===== config.mk =====
export PLATFORM = sky130hd
export DESIGN_NAME = instruction_fetch_stage
export DESIGN_NICKNAME = d
export VERILOG_FILES = /design/src/rtl/instruction_fetch_stage.sv
export SDC_FILE = /design/constraint.sdc
export NUM_CORES = 1
export LEC_CHECK = 0
export BUFFER_PORTS_ARGS = -buffer_cell sky130_fd_sc_hd__clkbuf_2
export CORE_MARGIN = 3
export CORE_UTILIZATION = 45
export CTS_BUF_LIST = sky130_fd_sc_hd__clkbuf_4 sky130_fd_sc_hd__clkbuf_8 sky130_fd_sc_hd__clkbuf_16
export CTS_CLUSTER_SIZE = 16
export DETAILED_ROUTE_END_ITERATION = 16
export GPL_TIMING_DRIVEN = 0
export MAX_ROUTING_LAYER = met4
export PLACE_DENSITY = 0.69
export REMOVE_ABC_BUFFERS = 1
export SYNTH_ARGS = -nofsm -noshare
export SYNTH_HDL_FRONTEND = slang
export SYNTH_SLANG_ARGS = --single-unit

===== constraint.sdc =====
create_clock -name clk -period 2.4 [get_ports clk]
set_clock_uncertainty 0.05 [all_clocks]
set_input_delay 0.24 -clock clk [delete_from_list [all_inputs] [get_ports clk]]
set_output_delay 0.24 -clock clk [all_outputs]
set_load 0.1 [all_outputs]

===== src/rtl/instruction_fetch_stage.sv =====
// Instruction fetch stage: one outstanding imem request, IF/ID pipeline register,
// stall hold buffer and delayed branch redirect (delay-slot semantics).
module instruction_fetch_stage #(
    parameter logic [31:0] RESET_PC = 32'h0000_3000
) (
    input  logic        clk,
    input  logic        rst,
    input  logic        stall,
    input  logic        flush,
    input  logic        jump_enable,
    input  logic [31:0] jump_addr,
    output logic        imem_req,
    output logic [31:0] imem_addr,
    input  logic        imem_rvalid,
    input  logic [31:0] imem_rdata,
    output logic [31:0] if_id_pc,
    output logic [31:0] if_id_instruction,
    output logic        if_id_valid
);

    localparam logic [1:0] S_REQ  = 2'd0;
    localparam logic [1:0] S_WAIT = 2'd1;
    localparam logic [1:0] S_HOLD = 2'd2;

    logic [1:0]  state_q, state_d;
    logic [31:0] pc_q, pc_d;
    logic [31:0] hold_q, hold_d;
    logic        redir_pend_q, redir_pend_d;
    logic [31:0] redir_addr_q, redir_addr_d;
    logic [31:0] ifid_pc_q, ifid_pc_d;
    logic [31:0] ifid_instr_q, ifid_instr_d;
    logic        ifid_valid_q, ifid_valid_d;

    logic        deliver;
    logic        jump_take;
    logic [31:0] word;
    logic [31:0] next_pc;

    always_comb begin
        state_d      = state_q;
        pc_d         = pc_q;
        hold_d       = hold_q;
        redir_pend_d = redir_pend_q;
        redir_addr_d = redir_addr_q;
        ifid_pc_d    = ifid_pc_q;
        ifid_instr_d = ifid_instr_q;
        ifid_valid_d = ifid_valid_q;

        deliver   = ((state_q == S_WAIT) && imem_rvalid && !stall) ||
                    ((state_q == S_HOLD) && !stall);
        jump_take = jump_enable && !stall;
        word      = (state_q == S_HOLD) ? hold_q : imem_rdata;
        // A jump resolved this cycle wins over an older pending redirect
        next_pc   = jump_take    ? jump_addr :
                    redir_pend_q ? redir_addr_q : pc_q + 32'd4;

        case (state_q)
            S_REQ:  state_d = S_WAIT;
            S_WAIT: begin
                if (imem_rvalid) begin
                    if (stall) begin
                        state_d = S_HOLD;
                        hold_d  = imem_rdata;
                    end else begin
                        state_d = S_REQ;
                    end
                end
            end
            S_HOLD: if (!stall) state_d = S_REQ;
            default: state_d = S_REQ;
        endcase

        if (deliver) begin
            pc_d         = next_pc;
            redir_pend_d = 1'b0;
            ifid_pc_d    = pc_q;
            ifid_instr_d = word;
            ifid_valid_d = 1'b1;
        end else begin
            if (jump_take) begin
                redir_pend_d = 1'b1;
                redir_addr_d = jump_addr;
            end
            // Not stalled and nothing delivered: decode sees a bubble
            if (!stall) ifid_valid_d = 1'b0;
        end

        if (flush) begin
            ifid_pc_d    = '0;
            ifid_instr_d = '0;
            ifid_valid_d = 1'b0;
        end
    end

    always_ff @(posedge clk) begin
        if (rst) begin
            state_q      <= S_REQ;
            pc_q         <= RESET_PC;
            hold_q       <= '0;
            redir_pend_q <= 1'b0;
            redir_addr_q <= '0;
            ifid_pc_q    <= '0;
            ifid_instr_q <= '0;
            ifid_valid_q <= 1'b0;
        end else begin
            state_q      <= state_d;
            pc_q         <= pc_d;
            hold_q       <= hold_d;
            redir_pend_q <= redir_pend_d;
            redir_addr_q <= redir_addr_d;
            ifid_pc_q    <= ifid_pc_d;
            ifid_instr_q <= ifid_instr_d;
            ifid_valid_q <= ifid_valid_d;
        end
    end

    assign imem_req          = (state_q == S_REQ) && !rst;
    assign imem_addr         = pc_q;
    assign if_id_pc          = ifid_pc_q;
    assign if_id_instruction = ifid_instr_q;
    assign if_id_valid       = ifid_valid_q;

endmodule

# Word level (Yosys, flattened, before mapping)
# Cells that the tools add are included.
[totals]
reg_bits = 164
input_bits = 70
out_inout_bits = 98
[op_classes]
addsub = 1
n_eq_ne = 5
n_mux = 9
bitwise_logic = 1
n_reduce_logical = 14
[op_table]
columns = ["cell", "count"]
rows = [
  ["32-bit two-way mux", 3],
  ["32-bit by 3-bit adder with 32-bit output, second input constant", 1],
  ["2-bit two-way mux", 3],
  ["2-bit one-hot mux with 3 select lines", 1],
  ["1-bit logical AND", 5],
  ["2-bit != test, second input constant", 2],
  ["2-bit AND reduction", 2],
  ["2-bit OR reduction", 2],
  ["3-bit AND reduction", 1],
  ["2-bit by 1-bit equality test with 1-bit output, second input constant", 1],
  ["2-bit equality test, second input constant", 1],
  ["1-bit zero test", 2],
  ["2-bit zero test", 1],
  ["1-bit two-way mux", 2],
  ["2-bit by 1-bit != test with 1-bit output, second input constant", 1],
  ["1-bit logical OR", 1],
  ["1-bit NOT", 1],
]

# Longest topological paths before layout
[logic_depth]
word_depth = 6
depth_mapped = 9
mapped_depth_nobuf = 6

# Worst setup path after synthesis
# OpenSTA, ideal clock, no wires.
[synth_timing]
path_type = "input to output"
start = "input rst"
end = "output imem_req"
arrival_time_ns = 2.822
setup_slack_ns = -0.712
path_stages = 4
n_path_buf = 3
cell_sequence = "clkbuf_1 > clkbuf_1 > clkbuf_1 > nor3_1"
[synth_between]
elab_chain_len = 2
[synth_lines]
columns = ["element", "line", "rtl"]
rows = [
  ["start: declaration", "7", "input logic rst,"],
  ["1-bit zero test", "117", "assign imem_req = (state_q == S_REQ) && !rst;"],
  ["1-bit logical AND", "117", ""],
  ["end: declaration", "12", "output logic imem_req,"],
]
# Every way passes these cells.

# Worst setup path in the final report
[layout_timing]
start = "register state_q[1]"
end = "register pc_q[30] (netlist: imem_addr[30])"
[layout_between]
elab_chain_len = 4
word_cells_on_any_way = 6
[layout_lines]
columns = ["element", "line", "rtl"]
rows = [
  ["start: declaration", "25", "logic [1:0] state_q, state_d;"],
  ["start signal: assignment", "106", "state_q <= state_d;"],
  ["2-bit by 1-bit equality test with 1-bit output", "49", "deliver = ((state_q == S_WAIT) && imem_rvalid && !stall) ||"],
  ["1-bit logical AND (2 in a row)", "49", ""],
  ["1-bit logical OR *", "49", ""],
  ["end signal: assignment", "107", "pc_q <= pc_d;"],
  ["end: declaration", "26", "logic [31:0] pc_q, pc_d;"],
]
# Every way passes the cells marked *; elsewhere a longest branch is shown, timed or not.
# A chain may end at the register's enable or synchronous reset.

==> metrics <==
H-tree levels=4; final hold vios=0; commonest cells after routing, fill and taps aside=285 x nand2_1, 166 x clkbuf_2, 161 x dfxtp_1, 136 x a21oi_1, 47 x nor2_1; Pleak=~3.6 nW; required time of the critical path=about 2.7 ns; worst hold path type=input port to flop; Critical Path AT=between 2 and 3 ns; number of CTS-inserted buffers=17; Post-Syn Area=7140 um2; Synth Register Bits=between 150 and 200; top-area cell type share of the netlist area=around 46%; routed via count=7252; chip height=132 um; pwr/cell area=approximately 700 nW/um2; most common cell after layout, fill and taps aside=nand2_1; worst-path cell chain=and3b_2 > o21bai_4 > buf_12 > or4_1 > mux2i_1 > a311o_2; full die area=approximately 17000 um2; critical path's slowest cell=o21bai_4; hold slack final=around 0.0030 ns; Core ar.=15400 um2; Gate Count Post-Synth=932; routed wire length=~21 mm; nets=about 1200; crit path time final=between 2 and 2.5 ns; First-pass DRT Iterations=5; Clk pin slew, worst setup/hold paths=0.07 ns; DPL Wire Length=approximately 12 mm; Placer Congestion=slightly above 0.8; area leader, netlist=dfxtp_1; Worst setup SP type=flop; Root Driver=clkbuf_16; number of I/O pins=~170; Clock Tree Buf Depth=2; Synth Warn #=0; vias in the first global route=6766; Post-synth EDFFs=0; Die X-Extent=roughly 130 um; register area share after synthesis=between 40% and 50%; Synth cell types=65; Setup CP Type=flop to flop; Starting Density=46.4%; crit-path max cell delay=~0.55 ns; fraction of layout cells with a size suffix above 1=22.1%; Max VDD drop=0.000569 V; antenna viol nets, final=0; max_cap viols=0; pre-CTS WS=-1.19 ns; total grt overflow=0; initial antenna violation count=1; Avg Inst Size Synth=between 7 and 8 um2; clock latency on the worst-skew pair=0.43 ns; slack of the critical path=approximately 0.14 ns; Wirelength per Cell=~16 um; setup violators final=0; Worst slew margin=7.05%; status=finished clean; Layout area overhead=29.2%; largest net degree at the start of global routing=66; first-pass GRT wire length=34.7 mm; Worst Path Max Fanout=between 40 and 50; largest cells by area after synthesis=dfxtp_1 46%, nand2_1 15%, a21oi_1 9.5%, a311oi_1 4.0%, clkbuf_1 2.9%; RSZ-0062 raised after global routing=no; max frequency=443 MHz; Vias/cell=about 5.4; Max Slew Vio Count=0; Remaining DRCs=0; Total Power=~6.5 mW; Crit path max-delay family=compound AO/OA/AOI/OAI gates; I/O Buffers=roughly 170; CTS tree=built; Num Clock Sinks=roughly 160; fin crit share=a little over nine tenths; asr flop ratio synth=0%; sum of buffers and inverters on the critical path=1; top_reg_cell synth=dfxtp_1; # rows=45; 1st-iter DRT viols=between 500 and 600; actual slew at the worst max-slew pin=1.39 ns; Worst setup EP type=flop; Total GRT Usage=between 20% and 30%
[through the flow]
stage	instance area, um2	std cells	utilization [%]	TNS (ns)
global route	9220	1331	60.0	0
detailed placement	8010	1236	52.1	-54.65
floorplan	6790	853	-	-125.79
global placement	7890	1231	51.3	-365.56
CTS	9170	1325	59.7	0
finish	9220	1331	60.0	0
[final cells by class]
class	count	area, um2
fill	1394	6150
multi-input combinational	683	3540
sequential	164	3290
timing repair buffer	231	1490
clock buffer	20	467
tap	211	264
clock inverter	12	130
inverter	9	33.8
antenna	1	2.50
[power by group]
part           total [mW]  switching (mW)  internal (mW)
Combinational       0.888           0.630          0.258
Sequential           2.89          0.0867           2.80
Clock                2.74            1.13           1.61
Total                6.52            1.84           4.68
[cell families after synthesis]
| family | Yosys count | share of synthesized area (%) |
|---|---|---|
| compound gates | 250 | 21.9 |
| buf+inv | 88 | 5.36 |
| fa+ha+maj | 1 | 0.175 |
| simple gates | 427 | 26.2 |
| mux | 2 | 0.281 |
| flops | 164 | 46.0 |
[flip-flops by register name, summed over array words and instances, names as in the netlist]
register and count:
redir_pend_q 1, if_id_valid 1, imem_addr 32, state_q 2, if_id_instruction 32, hold_q 32
if_id_pc 32, redir_addr_q 32
[metal layers]
layer / vias to the layer above / wire length, um / global-route usage (%)
met5: - / 0 / -
met4: 0 / 227 / 7.00
met3: 18 / 1570 / 5.88
met2: 261 / 9540 / 37.2
met1: 3370 / 9740 / 33.2
li1: 3603 / - / -
[worst paths after layout]
path / slack (ns) / startpoint / cells after the start / to
max: 0.14 / state_q[1] / 6 / imem_addr[30]
min: 0.003 / imem_rdata[2] / 3 / hold_q[2]
max reg2reg: 0.14 / state_q[1] / 6 / imem_addr[30]
min reg2reg: 0.40 / if_id_pc[6] / 2 / if_id_pc[6]
[Yosys cell counts (all sizes together), types with 5 or more instances]
library cell / n
a21oi: 136
a22oi: 6
a311oi: 33
a31oi: 5
and3: 13
buf: 22
clkbuf: 57
dfxtp: 164
inv: 9
nand2: 287
nand2b: 6
nand3: 29
nand4: 9
nor2: 48
nor3: 9
nor4: 5
o211ai: 7
o21ai: 21
o22ai: 6
[repair_timing]
item | 4_1_cts | 5_1_grt
hold endpoints to repair | 47 | 0
buffers inserted | 7 | 5
cloned | 3 | 0
pin swaps | 2 | 3
hold buffers | 47 | 0
gates resized for setup | 6 | 3
setup endpoints to repair | 128 | 4
[worst min-delay path: cells and delay by family]
| family | cells | cell delay (ns) |
|---|---|---|
| and+or+nand+nor | 1 | 0.05 |
| buffers and inverters | 1 | 0.09 |
| AOI/OAI and AO/OA | 1 | 0.05 |
(Power assumes the default switching activity.)
